$ cat src/rtl/puzzle_move_ctrl_if.sv
// Button, frame-timing and board-state signals between the sliding-puzzle controller and its environment.
// slave is the controller side; master drives buttons/requests and observes the board.
interface puzzle_move_ctrl_if;
    logic         btn_up;
    logic         btn_down;
    logic         btn_left;
    logic         btn_right;
    logic         btn_center;
    logic         shuffle_req;
    logic         frame_tick;
    logic [124:0] board;
    logic [4:0]   cursor_pos;
    logic [4:0]   blank_pos;
    logic [15:0]  move_count;
    logic         solved;
    logic         busy;

    modport master (
        output btn_up, btn_down, btn_left, btn_right, btn_center, shuffle_req, frame_tick,
        input  board, cursor_pos, blank_pos, move_count, solved, busy
    );

    modport slave (
        input  btn_up, btn_down, btn_left, btn_right, btn_center, shuffle_req, frame_tick,
        output board, cursor_pos, blank_pos, move_count, solved, busy
    );
endinterface

$ cat src/rtl/puzzle_move_ctrl.sv
// 5x5 sliding-puzzle controller: debounced buttons move a cursor or slide a tile into the blank, LFSR shuffle, solved scan.
// Latency: button event waits for frame_tick, 1-cycle APPLY, 25-cycle CHECK after a swap; shuffle takes SHUFFLE_MOVES+25 cycles.
// Backpressure: none; button events and shuffle requests arriving while busy are dropped, never queued.
module puzzle_move_ctrl #(
    parameter int DEBOUNCE_CYCLES = 500000,
    parameter int SHUFFLE_MOVES   = 200
) (
    input  logic                clk,
    input  logic                rst_n,
    puzzle_move_ctrl_if.slave   bus
);

    localparam int CW = $clog2(DEBOUNCE_CYCLES + 1);
    localparam int SW = $clog2(SHUFFLE_MOVES + 1);

    typedef enum logic [2:0] {
        IDLE,
        WAIT_FRAME,
        APPLY,
        CHECK,
        SHUFFLE
    } state_t;

    typedef enum logic [2:0] {
        ACT_NONE,
        ACT_UP,
        ACT_DOWN,
        ACT_LEFT,
        ACT_RIGHT,
        ACT_CENTER
    } act_t;

    // Bit order: 4 center, 3 up, 2 down, 1 left, 0 right
    logic [4:0]    btn_raw;
    logic [1:0]    sync [5];
    logic [CW-1:0] cnt  [5];
    logic [4:0]    evt;

    assign btn_raw = {bus.btn_center, bus.btn_up, bus.btn_down, bus.btn_left, bus.btn_right};

    // Counter saturates at DEBOUNCE_CYCLES so a held button fires once; a sampled low re-arms it.
    always_ff @(posedge clk or negedge rst_n) begin
        if (!rst_n) begin
            for (int b = 0; b < 5; b++) begin
                sync[b] <= 2'b00;
                cnt[b]  <= '0;
            end
            evt <= '0;
        end else begin
            for (int b = 0; b < 5; b++) begin
                sync[b] <= {sync[b][0], btn_raw[b]};
                if (!sync[b][1]) begin
                    cnt[b] <= '0;
                    evt[b] <= 1'b0;
                end else if (cnt[b] != CW'(DEBOUNCE_CYCLES)) begin
                    cnt[b] <= cnt[b] + 1'b1;
                    evt[b] <= (cnt[b] == CW'(DEBOUNCE_CYCLES - 1));
                end else begin
                    evt[b] <= 1'b0;
                end
            end
        end
    end

    act_t evt_act;

    always_comb begin
        evt_act = ACT_NONE;
        if (evt[4])      evt_act = ACT_CENTER;
        else if (evt[3]) evt_act = ACT_UP;
        else if (evt[2]) evt_act = ACT_DOWN;
        else if (evt[1]) evt_act = ACT_LEFT;
        else if (evt[0]) evt_act = ACT_RIGHT;
    end

    state_t        state;
    act_t          act;
    logic [4:0]    cells [25];
    logic [4:0]    cursor_q;
    logic [4:0]    blank_q;
    logic [15:0]   move_q;
    logic          solved_q;
    logic          busy_q;
    logic [SW-1:0] step;
    logic [4:0]    chk_idx;
    logic          chk_ok;
    logic [15:0]   lfsr;

    logic [2:0] cur_row, cur_col, blk_row, blk_col;
    logic       adjacent;

    assign cur_row = 3'(cursor_q / 5'd5);
    assign cur_col = 3'(cursor_q % 5'd5);
    assign blk_row = 3'(blank_q / 5'd5);
    assign blk_col = 3'(blank_q % 5'd5);

    assign adjacent = ((cur_row == blk_row) && ((cur_col == blk_col + 3'd1) || (blk_col == cur_col + 3'd1))) ||
                      ((cur_col == blk_col) && ((cur_row == blk_row + 3'd1) || (blk_row == cur_row + 3'd1)));

    // Shuffle step: LFSR[1:0] picks the neighbour the blank slides to; edge-illegal picks are wasted steps.
    logic       shf_legal;
    logic [4:0] shf_tgt;

    always_comb begin
        shf_legal = 1'b0;
        shf_tgt   = blank_q;
        case (lfsr[1:0])
            2'd0: if (blank_q >= 5'd5)  begin shf_legal = 1'b1; shf_tgt = blank_q - 5'd5; end
            2'd1: if (blank_q < 5'd20)  begin shf_legal = 1'b1; shf_tgt = blank_q + 5'd5; end
            2'd2: if (blk_col != 3'd0)  begin shf_legal = 1'b1; shf_tgt = blank_q - 5'd1; end
            default: if (blk_col != 3'd4) begin shf_legal = 1'b1; shf_tgt = blank_q + 5'd1; end
        endcase
    end

    logic [4:0] chk_exp;
    logic       chk_ok_n;

    assign chk_exp  = (chk_idx == 5'd24) ? 5'd0 : chk_idx + 5'd1;
    assign chk_ok_n = chk_ok && (cells[chk_idx] == chk_exp);

    always_ff @(posedge clk or negedge rst_n) begin
        if (!rst_n) begin
            state    <= IDLE;
            act      <= ACT_NONE;
            for (int i = 0; i < 25; i++) begin
                cells[i] <= (i < 24) ? 5'(i + 1) : 5'd0;
            end
            cursor_q <= 5'd0;
            blank_q  <= 5'd24;
            move_q   <= 16'd0;
            solved_q <= 1'b1;
            busy_q   <= 1'b0;
            step     <= '0;
            chk_idx  <= 5'd0;
            chk_ok   <= 1'b1;
            lfsr     <= 16'hACE1;
        end else begin
            lfsr <= {lfsr[14:0], lfsr[15] ^ lfsr[13] ^ lfsr[12] ^ lfsr[10]};

            case (state)
                IDLE: begin
                    if (bus.shuffle_req) begin
                        state    <= SHUFFLE;
                        busy_q   <= 1'b1;
                        solved_q <= 1'b0;
                        step     <= '0;
                    end else if (evt_act != ACT_NONE) begin
                        act    <= evt_act;
                        state  <= WAIT_FRAME;
                        busy_q <= 1'b1;
                    end
                end

                // Board/cursor only change after vertical blanking begins, so a frame never shows a half move.
                WAIT_FRAME: begin
                    if (bus.frame_tick) begin
                        state <= APPLY;
                    end
                end

                APPLY: begin
                    state  <= IDLE;
                    busy_q <= 1'b0;
                    case (act)
                        ACT_UP:    if (cursor_q >= 5'd5)  cursor_q <= cursor_q - 5'd5;
                        ACT_DOWN:  if (cursor_q < 5'd20)  cursor_q <= cursor_q + 5'd5;
                        ACT_LEFT:  if (cur_col != 3'd0)   cursor_q <= cursor_q - 5'd1;
                        ACT_RIGHT: if (cur_col != 3'd4)   cursor_q <= cursor_q + 5'd1;
                        ACT_CENTER: begin
                            if (adjacent) begin
                                cells[cursor_q] <= 5'd0;
                                cells[blank_q]  <= cells[cursor_q];
                                blank_q         <= cursor_q;
                                if (move_q != 16'hFFFF) begin
                                    move_q <= move_q + 16'd1;
                                end
                                solved_q <= 1'b0;
                                state    <= CHECK;
                                busy_q   <= 1'b1;
                                chk_idx  <= 5'd0;
                                chk_ok   <= 1'b1;
                            end
                        end
                        default: ;
                    endcase
                end

                CHECK: begin
                    if (chk_idx == 5'd24) begin
                        solved_q <= chk_ok_n;
                        state    <= IDLE;
                        busy_q   <= 1'b0;
                    end else begin
                        chk_idx <= chk_idx + 5'd1;
                        chk_ok  <= chk_ok_n;
                    end
                end

                SHUFFLE: begin
                    if (shf_legal) begin
                        cells[blank_q] <= cells[shf_tgt];
                        cells[shf_tgt] <= 5'd0;
                        blank_q        <= shf_tgt;
                    end
                    if (step == SW'(SHUFFLE_MOVES - 1)) begin
                        move_q   <= 16'd0;
                        cursor_q <= shf_legal ? shf_tgt : blank_q;
                        state    <= CHECK;
                        chk_idx  <= 5'd0;
                        chk_ok   <= 1'b1;
                    end else begin
                        step <= step + 1'b1;
                    end
                end

                default: begin
                    state  <= IDLE;
                    busy_q <= 1'b0;
                end
            endcase
        end
    end

    logic [124:0] board_flat;

    always_comb begin
        board_flat = '0;
        for (int i = 0; i < 25; i++) begin
            board_flat[5*i +: 5] = cells[i];
        end
    end

    assign bus.board      = board_flat;
    assign bus.cursor_pos = cursor_q;
    assign bus.blank_pos  = blank_q;
    assign bus.move_count = move_q;
    assign bus.solved     = solved_q;
    assign bus.busy       = busy_q;

endmodule
$ cat src/flat_wrapper.sv
// flat-port wrapper written by rule: the top's interface ports become plain ports
module puzzle_move_ctrl_flat 
#(
    parameter int DEBOUNCE_CYCLES = 500000,
    parameter int SHUFFLE_MOVES   = 200
)
  (clk, rst_n, bus_btn_up, bus_btn_down, bus_btn_left, bus_btn_right, bus_btn_center, bus_shuffle_req, bus_frame_tick, bus_board, bus_cursor_pos, bus_blank_pos, bus_move_count, bus_solved, bus_busy);
  puzzle_move_ctrl_if bus_i ();
  input  logic clk;
  input  logic rst_n;
  input wire logic [$bits(bus_i.btn_up)-1:0] bus_btn_up;
  input wire logic [$bits(bus_i.btn_down)-1:0] bus_btn_down;
  input wire logic [$bits(bus_i.btn_left)-1:0] bus_btn_left;
  input wire logic [$bits(bus_i.btn_right)-1:0] bus_btn_right;
  input wire logic [$bits(bus_i.btn_center)-1:0] bus_btn_center;
  input wire logic [$bits(bus_i.shuffle_req)-1:0] bus_shuffle_req;
  input wire logic [$bits(bus_i.frame_tick)-1:0] bus_frame_tick;
  output wire logic [$bits(bus_i.board)-1:0] bus_board;
  output wire logic [$bits(bus_i.cursor_pos)-1:0] bus_cursor_pos;
  output wire logic [$bits(bus_i.blank_pos)-1:0] bus_blank_pos;
  output wire logic [$bits(bus_i.move_count)-1:0] bus_move_count;
  output wire logic [$bits(bus_i.solved)-1:0] bus_solved;
  output wire logic [$bits(bus_i.busy)-1:0] bus_busy;
  assign bus_i.btn_up = bus_btn_up;
  assign bus_i.btn_down = bus_btn_down;
  assign bus_i.btn_left = bus_btn_left;
  assign bus_i.btn_right = bus_btn_right;
  assign bus_i.btn_center = bus_btn_center;
  assign bus_i.shuffle_req = bus_shuffle_req;
  assign bus_i.frame_tick = bus_frame_tick;
  assign bus_board = bus_i.board;
  assign bus_cursor_pos = bus_i.cursor_pos;
  assign bus_blank_pos = bus_i.blank_pos;
  assign bus_move_count = bus_i.move_count;
  assign bus_solved = bus_i.solved;
  assign bus_busy = bus_i.busy;
  puzzle_move_ctrl #(.DEBOUNCE_CYCLES(DEBOUNCE_CYCLES), .SHUFFLE_MOVES(SHUFFLE_MOVES)) u_core (.clk(clk), .rst_n(rst_n), .bus(bus_i));
endmodule
$ cat config.mk
export PLATFORM = sky130hd
export DESIGN_NAME = puzzle_move_ctrl_flat
export DESIGN_NICKNAME = d
export VERILOG_FILES = /design/src/rtl/puzzle_move_ctrl_if.sv /design/src/rtl/puzzle_move_ctrl.sv /design/src/flat_wrapper.sv
export SDC_FILE = /design/constraint.sdc
export NUM_CORES = 1
export LEC_CHECK = 0
export BUFFER_PORTS_ARGS = -buffer_cell sky130_fd_sc_hd__buf_2
export CORE_ASPECT_RATIO = 1.2
export CORE_UTILIZATION = 40
export CTS_BUF_LIST = sky130_fd_sc_hd__clkbuf_8
export CTS_CLUSTER_DIAMETER = 100
export DETAILED_ROUTE_END_ITERATION = 10
export SKIP_CTS_REPAIR_TIMING = 1
export SLEW_MARGIN = 20
export SYNTH_ARGS = -nofsm -noshare
export SYNTH_HDL_FRONTEND = slang
export SYNTH_SLANG_ARGS = --single-unit
$ cat constraint.sdc
create_clock -name clk -period 9.6 [get_ports clk]
set_clock_uncertainty 0.15 [all_clocks]
set_input_delay 2.4 -clock clk [delete_from_list [all_inputs] [get_ports clk]]
set_output_delay 2.4 -clock clk [all_outputs]
set_load 0.02 [all_outputs]
==> results.md, run 1 <==
- Final setup violation count: 0
- Lkg Pwr: roughly 9.4 nW
- Detailed Place HPWL: between 50 and 60 mm
- Syn_area_per_cell: between 9 and 10 µm²
- Worst-path clk slew: 0.06 ns
- R2R setup slack: roughly 1.8 ns
- CP Class: reg2reg
- Reg2Reg Launch Point: u_core.bus.blank_pos[1]
- Via count: 19500
- Final ANT Viol Nets: 0
- Max VDD drop: between 0.3 and 0.4 mV
- CP Depth: 20
- Total gr overflow: 0
- Setup TNS: 0 ns
- Number of buffers and inverters on the critical path: 2
- Synth Flop Type: dfrtp_1
- Power share of the clock group: 0.168
- Syn nets: approximately 2200
- Fmax: 0.129 GHz
- Fillers: between 4000 and 5000
- Critical path's most frequent cell: ha_1
- Pre-CTS setup slack: slightly above 2 ns
- Cell taking the most area after synthesis: dfrtp_1
- Post-synth EDFFs: 0
- Syn Inst Count: about 2200
- Worst Setup End Kind: register
- Status: finished clean
- Crit path launch type: register
- Rows: 90
- Gr usage total: 0.297
- Seq cells post-synth: around 300
- Most frequent cells in the layout: dfrtp_1, nand2_1, nor2_1
- WL per Instance: between 20 and 30 µm
- PortBufs: ~160
- Clock buffer depth: 3
- WHS Path Cells: 0
- Largest fanout on the critical path: 28
- Most common cell after layout, fill and taps aside: dfrtp_1
- Largest net degree at the start of global routing: roughly 130
- Area delta synth->final: 12.7%
- Final Worst Setup Slack: about 1.8 ns
- GPL Wtd Cong: 1.04
- Sw Ratio: 0.543
- Drt total wl: around 80 mm
- Worst skew pair latency: approximately 0.67 ns
- Worst r2r path cells: 20
- Worst hold start: u_core.sync[8]
- Hold Path End: u_core.sync[9]
- Worst slew pin tran: around 1.2 ns
- First-pass GRT wire length: ~120 mm
- Routed vias/inst: ~6.6
- Worst EP arrival: just over 8 ns
- Final Hold Violating Endpoints: 0
- Iter 0 DRT Violations: around 2400
- Synth Cell Area: ~0.02 mm²
- Die Ht: between 200 and 250 µm
- Sinks on Clock Net: approximately 300
- Final critical-path required period: a little under 8 ns
- Nets@finish: around 2300
- Max Cap Viol: 0
- Share of cells above drive strength 1: 0.207
- Crit path largest cell delay: approximately 0.95 ns
- CTS tree: built
- Synth top area cells: dfrtp_1, dfstp_2, mux4_2, nand2_1, o221ai_1
- Internal: about 3.7 mW
- Fin crit share: 0.809
- Req. time, crit path: 9.94 ns
- Sequential share of power: 0.228
- Rel. slew slack: 0.227
- Core area: 0.0504 mm²
- DIE AREA: between 0.05 and 0.06 mm²
- Yosys warns: 0
- Vias in the first global route: between 15000 and 20000
- Starting Density: 0.406
- Min-Delay Path Class: reg2reg
- Comb power frac: 0.604
- Async set-or-reset flop fraction in the synthesized netlist: 1.00
- Pre-antenna DRT Iters: 7
- Psw: between 4 and 5 mW
- R2R Path End: u_core.bus.board[4]
- Crit path max-delay family: compound AO/OA/AOI/OAI gates
- Worst setup startpoint: u_core.bus.blank_pos[1]
- CTS H-tree depth: 2
- Register area share after synthesis: 0.370
- Synth cell types: 90
- Clock buffer count from CTS: 52
- Cell at the slowest stage of the critical path: and4_1
- PwrDens: 353 mW/mm²
- Synth top area share: 0.285
- Worst-path cell chain: ha_1, nand3b_1, a21o_1, and2_1, ha_1, nor2_1, and3_4, o21ba_2, xnor2_1, ha_1, clkinv_1, a2111oi_0, a211oi_1, a21oi_4, buf_4, mux2_2, a22o_1, nor4_1, and4_1, o221ai_1
- Max Slew Vio Count: 0
- RSZ-0062 raised after global routing: false
- Die W: between 200 and 250 µm
- Initial antenna violation count: 2
- Remaining DRCs: 0
- Top-Level Pins: 162
- CTS root buf: clkbuf_8
-- Yosys cell counts (11+ instances only) --
| master | count |
|---|---|
| a211oi_1 | 20 |
| o31ai_1 | 23 |
| ha_1 | 38 |
| nand2_1 | 214 |
| nand3_1 | 80 |
| a221o_1 | 24 |
| nor4_1 | 14 |
| o21ai_0 | 153 |
| o221ai_2 | 20 |
| dfrtp_1 | 233 |
| nor3b_1 | 11 |
| o22ai_1 | 11 |
| o211ai_1 | 11 |
| buf_2 | 25 |
| and2_1 | 84 |
| inv_1 | 54 |
| mux4_2 | 70 |
| a21oi_1 | 49 |
| nand2b_1 | 27 |
| xor2_1 | 30 |
| or3_1 | 38 |
| o221ai_1 | 88 |
| a31oi_1 | 21 |
| nand4_1 | 46 |
| nor2b_1 | 34 |
| a21boi_0 | 14 |
| nor3_1 | 42 |
| buf_1 | 12 |
| and4_1 | 14 |
| mux2i_1 | 58 |
| and3_1 | 21 |
| o21a_1 | 13 |
| nor2_1 | 174 |
| xnor2_1 | 80 |
| clkbuf_1 | 101 |
| a21o_1 | 11 |
| dfstp_2 | 66 |
-- worst max path at each step --
stage / endpoint
4_1_cts: u_core.bus.board[4]
3_3_place_gp: u_core.bus.board[44]
5_1_grt: u_core.bus.board[9]
2_1_floorplan: u_core.bus.board[56]
3_5_place_dp: u_core.bus.board[4]
6_report: u_core.bus.board[4]
-- sequential cells by signal, indices dropped and copies added, names as in the netlist --
signal	cells
u_core.act	3
u_core.bus.busy	1
u_core.bus.blank_pos	5
u_core.step	8
u_core.sync	10
u_core.bus.cursor_pos	5
u_core.cnt	95
u_core.state	3
u_core.bus.move_count	16
u_core.evt	5
u_core.chk_ok	1
u_core.lfsr	16
u_core.bus.board	125
u_core.bus.solved	1
u_core.chk_idx	5
-- through the flow --
stage / hold WS [ns] / util / cells / power (mW) / cell area, µm²
floorplan: 0.181 / - / 2175 / 4.93 / 20500
global placement: 0.182 / 0.432 / 2873 / 6.53 / 21800
detailed placement: 0.185 / 0.432 / 2873 / 6.56 / 21800
CTS: 0.199 / 0.456 / 2969 / 7.96 / 23000
global route: 0.210 / 0.457 / 2970 / 8.49 / 23100
finish: 0.200 / 0.457 / 2974 / 8.14 / 23100
-- power by group through the flow --
stage | registers (mW) | logic [mW] | clock network, mW
after global placement | 1.85 | 4.69 | 0
after detailed placement | 1.85 | 4.71 | 0
after CTS | 1.83 | 4.73 | 1.40
final | 1.85 | 4.92 | 1.37
after global routing | 1.86 | 5.17 | 1.46
after floorplan | 1.76 | 3.17 | 0
-- layout make-up --
| type | count | area (µm²) | share of cell area |
|---|---|---|---|
| Antenna cell | 4 | 10.0 | 0.000434 |
| Clock buffer | 62 | 853 | 0.0370 |
| Clock inverter | 34 | 360 | 0.0156 |
| Inverter | 55 | 206 | 0.00895 |
| Multi-Input combinational cell | 1678 | 12100 | 0.527 |
| Sequential cell | 299 | 7570 | 0.328 |
| Tap cell | 644 | 806 | 0.0349 |
| Timing Repair Buffer | 198 | 1110 | 0.0483 |
-- metal layers --
layer | global-route usage | vias to the layer above | wire length, µm
met5 | 0 | - | 0
met1 | 0.388 | 9516 | 30900
met2 | 0.455 | 1223 | 34700
met3 | 0.0698 | 315 | 7630
li1 | - | 8431 | -
met4 | 0.164 | 0 | 4780
-- cell families after synthesis --
logic type      after synthesis  synth area share
simple gates                843             0.210
compound gates              552             0.201
flops                       299             0.370
buf+inv                     198            0.0393
mux                         134             0.109
xor+xnor                    110            0.0471
fa+ha+maj                    39            0.0242
Note: power is estimated with default switching activity, not from simulation.
==> inputs of run 2 (changes only) <==
- clock period: 9.6 -> 7.9 ns (I/O delays scaled with it)
==> results.md, run 2 (synthesis results as in run 1) <==
- Crit path launch type: register
- Max Slew Vio Count: 0 (unchanged)
- Most common cell after layout, fill and taps aside: dfrtp_1
- Die W: 209 µm (unchanged)
- WL per Instance: 26.7 µm (+1.8%)
- Drt total wl: 79.8 mm (+2.4%)
- Iter 0 DRT Violations: 2150 (-9.1%)
- Remaining DRCs: 0 (unchanged)
- Clock buffer depth: 3 (unchanged)
- Pre-antenna DRT Iters: 6 (-1)
- Req. time, crit path: 8.30 ns (-1.64 ns)
- Starting Density: 0.406 (unchanged)
- Core area: 0.0504 mm² (unchanged)
- Most frequent cells in the layout: dfrtp_1, nand2_1, nor2_1
- Crit path largest cell delay: 0.60 ns (-0.35 ns)
- Critical path's most frequent cell: ha_1
- Max VDD drop: 0.382 mV (+10%)
- Lkg Pwr: 9.45 nW (+0.82%)
- Min-Delay Path Class: reg2reg
- Die Ht: 250 µm (unchanged)
- Sinks on Clock Net: 299 (unchanged)
- Setup TNS: 0 ns (unchanged)
- PortBufs: 161 (unchanged)
- CTS root buf: clkbuf_8
- CP Class: reg2reg
- Final critical-path required period: 7.14 ns (-0.631 ns)
- Fmax: 0.140 GHz (+8.8%)
- Via count: 19600 (+0.37%)
- Worst slew pin tran: 1.08 ns (-0.0814 ns)
- Fin crit share: 0.903 (+0.0942)
- Status: finished clean
- Largest fanout on the critical path: 23 (-18%)
- GPL Wtd Cong: 1.02 (-1.4%)
- Nets@finish: 2353 (+0.90%)
- CTS H-tree depth: 2 (unchanged)
- First-pass GRT wire length: 121 mm (+1.7%)
- WL met1: 30.6 mm (-0.68%)
- Worst-path clk slew: 0.06 ns (about the same)
- Layout Cells excl Fill: 2993 (+0.64%)
- Gr usage total: 0.305 (+0.00716)
- Area delta synth->final: 13.2%
- RSZ-0062 raised after global routing: false
- Cell at the slowest stage of the critical path: a211oi_1
- Worst EP arrival: 7.54 ns (-0.56 ns)
- PwrDens: 437 mW/mm² (+24%)
- Detailed Place HPWL: 56.3 mm (+1.2%)
- Final setup violation count: 0 (unchanged)
- Worst skew pair latency: 0.67 ns (about the same)
- Clock buffer count from CTS: 50 (-3.8%)
- Met3 WL: 8.28 mm (+8.5%)
- Final ANT Viol Nets: 0 (unchanged)
- Largest net degree at the start of global routing: 146 (+16%)
- Number of flip-flops in the largest register: 125 (unchanged)
- DIE AREA: 0.0521 mm² (unchanged)
- Rel. slew slack: 0.279 (+0.0516)
- Initial antenna violation count: 4 (+2)
- Placed cell count: 2897 (+0.84%)
- Final Hold Violating Endpoints: 0 (unchanged)
- Routed wl met2: 35.3 mm (+1.8%)
- Share of cells above drive strength 1: 0.213 (+0.00643)
- Worst-path cell chain: inv_1, ha_1, nand3b_1, a21o_1, and2_1, ha_1, nor2_1, and3_4, o21ba_2, xnor2_1, ha_1, clkinv_1, a211o_1, a211oi_1, a21oi_4, buf_4, nor3_2, a21oi_1, a311o_1, or4_1, buf_4, o221ai_1
- Top-Level Pins: 162 (unchanged)
- Top layer in use: met4
- Max Cap Viol: 0 (unchanged)
- Total gr overflow: 0 (unchanged)
- Rows: 90 (unchanged)
- Worst Setup End Kind: register
- Vias in the first global route: 19000 (+0.73%)
- Routed vias/inst: 6.53 (-0.27%)
- CTS tree: built
run 2: cell types whose count changed in the layout (fill, tap and decap cells not counted), sizes merged:
cell      change
bufinv        -3
clkinv        +2
buf          +23
clkinvlp      -2
clkbuf        +5
inv           -6
run 2: final cells by class:
class                   instances  area (µm²)
fillers                      4861       27300
multi-input cells            1678       12100
flip-flops and latches        299        7570
repair buffers                221        1290
clock buffers                  67         922
well taps                     644         806
clock inverters                25         238
inverters                      55         206
diodes                          4        10.0
run 2: worst paths after layout:
path / startpoint / to / slack, ns / depth (start not counted)
max: u_core.bus.blank_pos[0] / u_core.bus.board[66] / 0.76 / 22
min: u_core.lfsr[3] / u_core.lfsr[4] / 0.20 / 0
max reg2reg: u_core.bus.blank_pos[0] / u_core.bus.board[66] / 0.76 / 22
min reg2reg: u_core.lfsr[3] / u_core.lfsr[4] / 0.20 / 0
max in group asynchronous: rst_n / u_core.lfsr[14] / 5.18 / 2
min in group asynchronous: rst_n / u_core.sync[8] / 1.16 / 1
run 2: layer usage:
metal  global-route usage  vias up
met2                0.464     1209
met1                0.383     9577
met3               0.0819      315
li1                     -     8456
met4                0.190        0
met5                    0        -
run 2: critical path: cells and delay by family, from the launching register on:
kind / cells / cell delay, ns
compound gates: 8 / 2.23
xor+xnor: 1 / 0.16
fa+ha+maj: 3 / 1.02
buf+inv: 4 / 1.26
flops: 1 / 0.57
simple gates: 6 / 1.59
run 2: per-stage QoR:
step	total power, mW	worst slack [ns]	hold slack (ns)	util	cell area (µm²)
after global placement	8.21	1.25	0.184	0.436	22000
after detailed placement	8.27	1.05	0.186	0.436	22000
final	10.1	0.765	0.199	0.459	23200
after CTS	9.91	0.947	0.200	0.459	23200
after floorplan	6.00	1.35	0.181	-	20500
after global routing	10.5	0.338	0.208	0.459	23200
run 2: report_power, final:
part / switching, mW / internal (mW)
combinational: 4.42 / 1.95
clock: 0.713 / 0.894
sequential: 0.388 / 1.76
